$ cat src/rtl/aes_block_packer_if.sv
// Byte-in / block-out stream bundle for aes_block_packer.
// The packer takes the slave side; the byte source and block sink sit on the master side.
interface aes_block_packer_if #(
  parameter int CNT_W = 32
);
  logic [7:0]       in_data;
  logic             in_valid;
  logic             in_last;
  logic             in_ready;
  logic [127:0]     out_block;
  logic             out_valid;
  logic             out_last;
  logic             out_ready;
  logic [CNT_W-1:0] block_count;

  modport slave (
    input  in_data, in_valid, in_last, out_ready,
    output in_ready, out_block, out_valid, out_last, block_count
  );

  modport master (
    output in_data, in_valid, in_last, out_ready,
    input  in_ready, out_block, out_valid, out_last, block_count
  );
endinterface

$ cat src/rtl/aes_block_packer.sv
// Packs a byte stream into 128-bit blocks for the encrypt core, applying PKCS#7
// padding (or zero fill) to the final block of each message.
module aes_block_packer #(
  parameter bit PAD_EN = 1'b1,
  parameter int CNT_W  = 32
) (
  input  logic               clk,
  input  logic               rst_n,
  aes_block_packer_if.slave  bus
);

  typedef enum logic [1:0] {
    FILL,
    EMIT,
    PAD
  } state_e;

  state_e           state_q;
  logic [3:0]       idx_q;
  logic [127:0]     asm_q;
  logic [127:0]     out_block_q;
  logic             out_valid_q;
  logic             out_last_q;
  logic             pad_pending_q;
  logic [CNT_W-1:0] cnt_q;

  logic [127:0]     blk_d;
  logic [7:0]       pad_byte;
  logic             final_slot;

  assign final_slot = (idx_q == 4'd15);
  assign pad_byte   = PAD_EN ? {4'h0, 4'd15 - idx_q} : 8'h00;

  // Current assembly with the incoming byte dropped into its slot and, when this
  // byte ends the message, every later slot overwritten with the fill value.
  // NOTE: blk_d gets a full default first so no path through this block can infer a latch.
  always_comb begin
    blk_d = asm_q;
    for (int i = 0; i < 16; i++) begin
      if (4'(i) == idx_q) begin
        blk_d[127-8*i -: 8] = bus.in_data;
      end else if (bus.in_last && (4'(i) > idx_q)) begin
        blk_d[127-8*i -: 8] = pad_byte;
      end
    end
  end

  // NOTE: all state below uses non-blocking assignments so every register samples
  // pre-edge values regardless of statement order.
  always_ff @(posedge clk) begin
    if (!rst_n) begin
      state_q       <= FILL;
      idx_q         <= 4'd0;
      asm_q         <= '0;
      out_block_q   <= '0;
      out_valid_q   <= 1'b0;
      out_last_q    <= 1'b0;
      pad_pending_q <= 1'b0;
      cnt_q         <= '0;
    end else begin
      case (state_q)
        FILL: begin
          if (bus.in_valid) begin
            if (final_slot || bus.in_last) begin
              out_block_q   <= blk_d;
              out_valid_q   <= 1'b1;
              out_last_q    <= bus.in_last && (!final_slot || !PAD_EN);
              pad_pending_q <= bus.in_last && final_slot && PAD_EN;
              asm_q         <= '0;
              idx_q         <= 4'd0;
              state_q       <= EMIT;
            end else begin
              asm_q <= blk_d;
              idx_q <= idx_q + 4'd1;
            end
          end
        end
        EMIT: begin
          if (bus.out_ready) begin
            cnt_q <= cnt_q + CNT_W'(1);
            if (pad_pending_q) begin
              out_block_q <= {16{8'h10}};
              out_last_q  <= 1'b1;
              state_q     <= PAD;
            end else begin
              out_valid_q <= 1'b0;
              out_last_q  <= 1'b0;
              state_q     <= FILL;
            end
          end
        end
        PAD: begin
          if (bus.out_ready) begin
            cnt_q         <= cnt_q + CNT_W'(1);
            pad_pending_q <= 1'b0;
            out_valid_q   <= 1'b0;
            out_last_q    <= 1'b0;
            state_q       <= FILL;
          end
        end
        default: state_q <= FILL;
      endcase
    end
  end

  // in_ready is decoded from state so it drops immediately while reset is held.
  assign bus.in_ready    = rst_n && (state_q == FILL);
  assign bus.out_block   = out_block_q;
  assign bus.out_valid   = out_valid_q;
  assign bus.out_last    = out_last_q;
  assign bus.block_count = cnt_q;

endmodule

$ cat src/flat_wrapper.sv
// flat-port wrapper written by rule: the top's interface ports become plain ports
module aes_block_packer_flat 
#(
  parameter bit PAD_EN = 1'b1,
  parameter int CNT_W  = 32
)
  (clk, rst_n, bus_in_data, bus_in_valid, bus_in_last, bus_out_ready, bus_in_ready, bus_out_block, bus_out_valid, bus_out_last, bus_block_count);
  aes_block_packer_if #(.CNT_W(CNT_W)) bus_i ();
  input  logic clk;
  input  logic rst_n;
  input wire logic [$bits(bus_i.in_data)-1:0] bus_in_data;
  input wire logic [$bits(bus_i.in_valid)-1:0] bus_in_valid;
  input wire logic [$bits(bus_i.in_last)-1:0] bus_in_last;
  input wire logic [$bits(bus_i.out_ready)-1:0] bus_out_ready;
  output wire logic [$bits(bus_i.in_ready)-1:0] bus_in_ready;
  output wire logic [$bits(bus_i.out_block)-1:0] bus_out_block;
  output wire logic [$bits(bus_i.out_valid)-1:0] bus_out_valid;
  output wire logic [$bits(bus_i.out_last)-1:0] bus_out_last;
  output wire logic [$bits(bus_i.block_count)-1:0] bus_block_count;
  assign bus_i.in_data = bus_in_data;
  assign bus_i.in_valid = bus_in_valid;
  assign bus_i.in_last = bus_in_last;
  assign bus_i.out_ready = bus_out_ready;
  assign bus_in_ready = bus_i.in_ready;
  assign bus_out_block = bus_i.out_block;
  assign bus_out_valid = bus_i.out_valid;
  assign bus_out_last = bus_i.out_last;
  assign bus_block_count = bus_i.block_count;
  aes_block_packer #(.PAD_EN(PAD_EN), .CNT_W(CNT_W)) u_core (.clk(clk), .rst_n(rst_n), .bus(bus_i));
endmodule
$ cat config.mk
export PLATFORM = sky130hd
export DESIGN_NAME = aes_block_packer_flat
export DESIGN_NICKNAME = d
export VERILOG_FILES = /design/src/rtl/aes_block_packer_if.sv /design/src/rtl/aes_block_packer.sv /design/src/flat_wrapper.sv
export SDC_FILE = /design/constraint.sdc
export NUM_CORES = 1
export LEC_CHECK = 0
export CAP_MARGIN = 20
export CORE_ASPECT_RATIO = 1.5
export CORE_MARGIN = 10
export CORE_UTILIZATION = 50
export DETAILED_ROUTE_END_ITERATION = 16
export PLACE_DENSITY = 0.76
export SETUP_SLACK_MARGIN = 0.2
export SLEW_MARGIN = 20
export SYNTH_ARGS = -nofsm -noshare
export SYNTH_HDL_FRONTEND = slang
export SYNTH_SLANG_ARGS = --single-unit
$ cat constraint.sdc
create_clock -name clk -period 2.2 [get_ports clk]
set_clock_uncertainty 0.05 [all_clocks]
set_input_delay 0.55 -clock clk [delete_from_list [all_inputs] [get_ports clk]]
set_output_delay 0.55 -clock clk [all_outputs]
set_load 0.1 [all_outputs]
==> qor.yml <==
outcome:
  status: "finished, final reports clean"
routing:
  drc: 0
  routedWlPerCell_um: 21.99
  drtPass1Iterations: 5
  antenna_left: 0
  vias: 13720
  drt_wl_total_um: 48110
  drtIter0Drc: 1172
  via_per_inst: 6.271
die:
  die_x_um: 153.3
  dieArea_um2: 33720
  ioPinCount: 176
  initial_core_util_pct: 50.49
  rows: 73
  die_h_um: 220.0
  coreArea_um2: 26400
timing:
  rsz0062_at_grt: "yes"
  setup_tns_ps: 0
  drv_slew: 0
  max_freq_mhz: 478.0
  finalHoldViolations: 0
  post-route-period-util_pct: 95.10
  finalSetupViolations: 0
  relSlewSlack_pct: 57.99
  finalCriticalPeriod_ps: 2092
  worst_pin_slew_ps: 626.7
layout:
  design_area_um2: 18040
  diodes: 0
  nets: 1853
  fillCellCount: 2061
  syn_to_final_growth_pct: 35.39
  drive_gt1_share_pct: 29.55
  fin_util_pct: 68.36
critical_path:
  rr_endpoint: "u_core.bus.out_block[83]"
  cp-start-kind: "flop"
  crit_fanout: 4
  r2r_slack_ps: 110
  r2r_start: "u_core.state_q[0]"
  cp_cell_sequence: "inv_2 > ha_4 > and2_4 > buf_12"
  crit_path_max_incr_delay_ps: 340
  worstSetupPathType: "flop to output pin"
  slowest_stage: "dfxtp_2"
  endpoint_kind: "output pin"
  worstPathRequired_ps: 1600
  worstPathArrival_ps: 1490
  r2r_cells: 7
synth:
  synth_edf_count: 0
  syn_nets: 1580
  yosysSeqAreaShare_pct: 44.61
  ys_ff_latch: 297
  synth_area_um2: 13330
  synthArstFlopShare_pct: 0
  yosysWarnings: 0
  avgSynthCellArea_um2: 8.560
  synth_cells: 1557
  dominantRegCellSynth: "dfxtp_1"
  synth.distinct_cells: 72
clocking:
  worstSkewPairLatency_ps: 570
  hold_buffers: 0
  cts_buffers: 28
  ctsHtreeMaxLevel: 1
  cts.sinks: 297
  clkTransAtPathRegs_ps: 70
  cts_tree: "yes"
  cts_buffer_depth: 3
  cts_root_buf: "clkbuf_16"
placed_design:
  globalplace.congestion: 0.9202
  placement.io_buffers: 175
  hpwlAfterDp_um: 31910
  place_area_um2: 16400
pwr:
  vdd_drop_max_mv: 0.7166
  powerDensity_nw_per_um2: 824.5
  p_leak_nw: 7.274
global_route:
  grt.overflow.total: 0
  grt_pass1_wl_um: 72480
  antenna_found_initial: 0
  gr-usage-all-layers_pct: 26.13
  grt_pass1_vias: 13217
  grt_max_degree: 97
flow_run:
  drv_cap: 0
hold_path:
  worstHoldPathCells: 2
  hold_start: "u_core.asm_q[70]"
  min_to: "u_core.asm_q[70]"
  hp-class: "flop to flop"
==> per-stage QoR <==
stage          setup slack, ps  hold WS (ps)  total power, mW  std cells
5_1_grt                  63.06         420.6            15.29       2188
4_1_cts                  109.7         400.5            14.70       2170
3_5_place_dp            -464.9         391.8            9.492       2100
2_1_floorplan            53.90         368.7            8.270       1557
6_report                 107.9         400.9            14.88       2188
3_3_place_gp            -369.1         380.1            9.465       2100
==> sequential cells by signal, indices dropped and copies added (netlist names) <==
| name | cells |
|---|---|
| u_core.bus.block_count | 32 |
| u_core.asm_q | 128 |
| u_core.bus.out_valid | 1 |
| u_core.idx_q | 4 |
| u_core.state_q | 2 |
| u_core.bus.out_block | 128 |
| u_core.bus.out_last | 1 |
| u_core.pad_pending_q | 1 |
==> worst max-delay path by stage <==
| stage | startpoint | to | slack (ps) |
|---|---|---|---|
| after floorplan | u_core.bus.block_count[4] | u_core.bus.block_count[22] | 50 |
| after global placement | bus_in_last | u_core.asm_q[111] | -370 |
| after detailed placement | bus_in_last | u_core.bus.out_block[94] | -460 |
| after CTS | u_core.state_q[0] | bus_in_ready | 110 |
| after global routing | u_core.state_q[1] | u_core.bus.out_block[35] | 60 |
| final | u_core.state_q[0] | bus_in_ready | 110 |
==> cell usage after synthesis (12+ instances only) <==
cell / count / area [um^2]
or3_1: 54 / 337.8
inv_1: 16 / 60.06
nand4_1: 16 / 100.1
a22oi_1: 27 / 202.7
a2bb2oi_1: 21 / 183.9
a211o_1: 17 / 148.9
and2_1: 35 / 219.0
mux2i_1: 25 / 250.2
clkbuf_1: 121 / 454.2
nand2b_1: 14 / 87.58
a21oi_1: 166 / 830.8
a31oi_1: 19 / 118.9
o21ai_0: 90 / 450.4
or4_1: 20 / 150.1
o2bb2ai_1: 12 / 105.1
o211a_1: 12 / 120.1
dfxtp_1: 297 / 5946
a22o_1: 52 / 455.4
o21a_1: 15 / 112.6
nor2_1: 80 / 300.3
nand3_1: 46 / 230.2
o31ai_1: 19 / 142.6
nand2_1: 172 / 645.6
a21o_1: 16 / 120.1
buf_2: 17 / 85.08
==> kinds of logic (layout without fill, tap and decap cells) <==
| group | Yosys count | count (layout) | share of synthesized area, % |
|---|---|---|---|
| mux | 28 | 28 | 2.131 |
| compound gates | 529 | 530 | 26.52 |
| fa+ha+maj | 10 | 10 | 0.9388 |
| simple gates | 520 | 522 | 20.33 |
| xor+xnor | 10 | 10 | 0.6572 |
| flops | 297 | 297 | 44.61 |
| buf+inv | 163 | 454 | 4.807 |
==> cell usage in the layout, fill, tap and decap left out, types with 17 or more instances in the layout <==
cell / count
a31oi_1: 17
mux2i_1: 24
nor2_1: 75
nand3_1: 43
or4_1: 17
or3_1: 53
dfxtp_1: 261
a211o_1: 17
o21ai_0: 82
buf_12: 25
and2_1: 33
a21oi_1: 159
dfxtp_2: 17
clkbuf_16: 33
nand2_1: 169
o31ai_1: 18
a22oi_1: 26
a2bb2oi_1: 21
buf_4: 329
a22o_1: 51
dfxtp_4: 19
==> worst max-delay path: cells and delay by family (launching register included) <==
kind / cells / cell delay, ps
buffers and inverters: 2 / 250
adders and majority gates: 1 / 160
and+or+nand+nor: 1 / 170
DFF: 1 / 340
==> metal layers <==
| metal | vias up | GRT usage (%) | share of wire, % |
|---|---|---|---|
| li1 | 6252 | - | - |
| met4 | 0 | 16.16 | 6.0 |
| met2 | 745 | 44.39 | 48 |
| met3 | 191 | 5.131 | 8.6 |
| met1 | 6532 | 29.70 | 37 |
| met5 | - | 0 | 0 |
==> timing repair <==
action | CTS | global route
pin swaps | 9 | 11
gates cloned | 4 | 4
gates resized for setup | 25 | 62
buffers inserted | 15 | 14
setup endpoints to repair | 137 | 196
==> report_power, final <==
| part | internal (mW) | switching [mW] | leakage (nW) |
|---|---|---|---|
| clock | 3.00 | 2.15 | 0.476 |
| combinational | 1.21 | 2.72 | 4.37 |
| sequential | 5.62 | 0.184 | 2.43 |
| total | 9.83 | 5.05 | 7.27 |
==> cell type report <==
cell class | instances | area [um^2] | area share (%)
clock buffers | 42 | 845.8 | 4.687
clock inverters | 9 | 122.6 | 0.6795
inverters | 18 | 72.57 | 0.4022
multi-input cells | 1100 | 7174 | 39.76
flip-flops and latches | 297 | 6038 | 33.46
well taps | 337 | 421.7 | 2.337
repair buffers | 385 | 3369 | 18.67
Power figures use the tool's default switching activity.
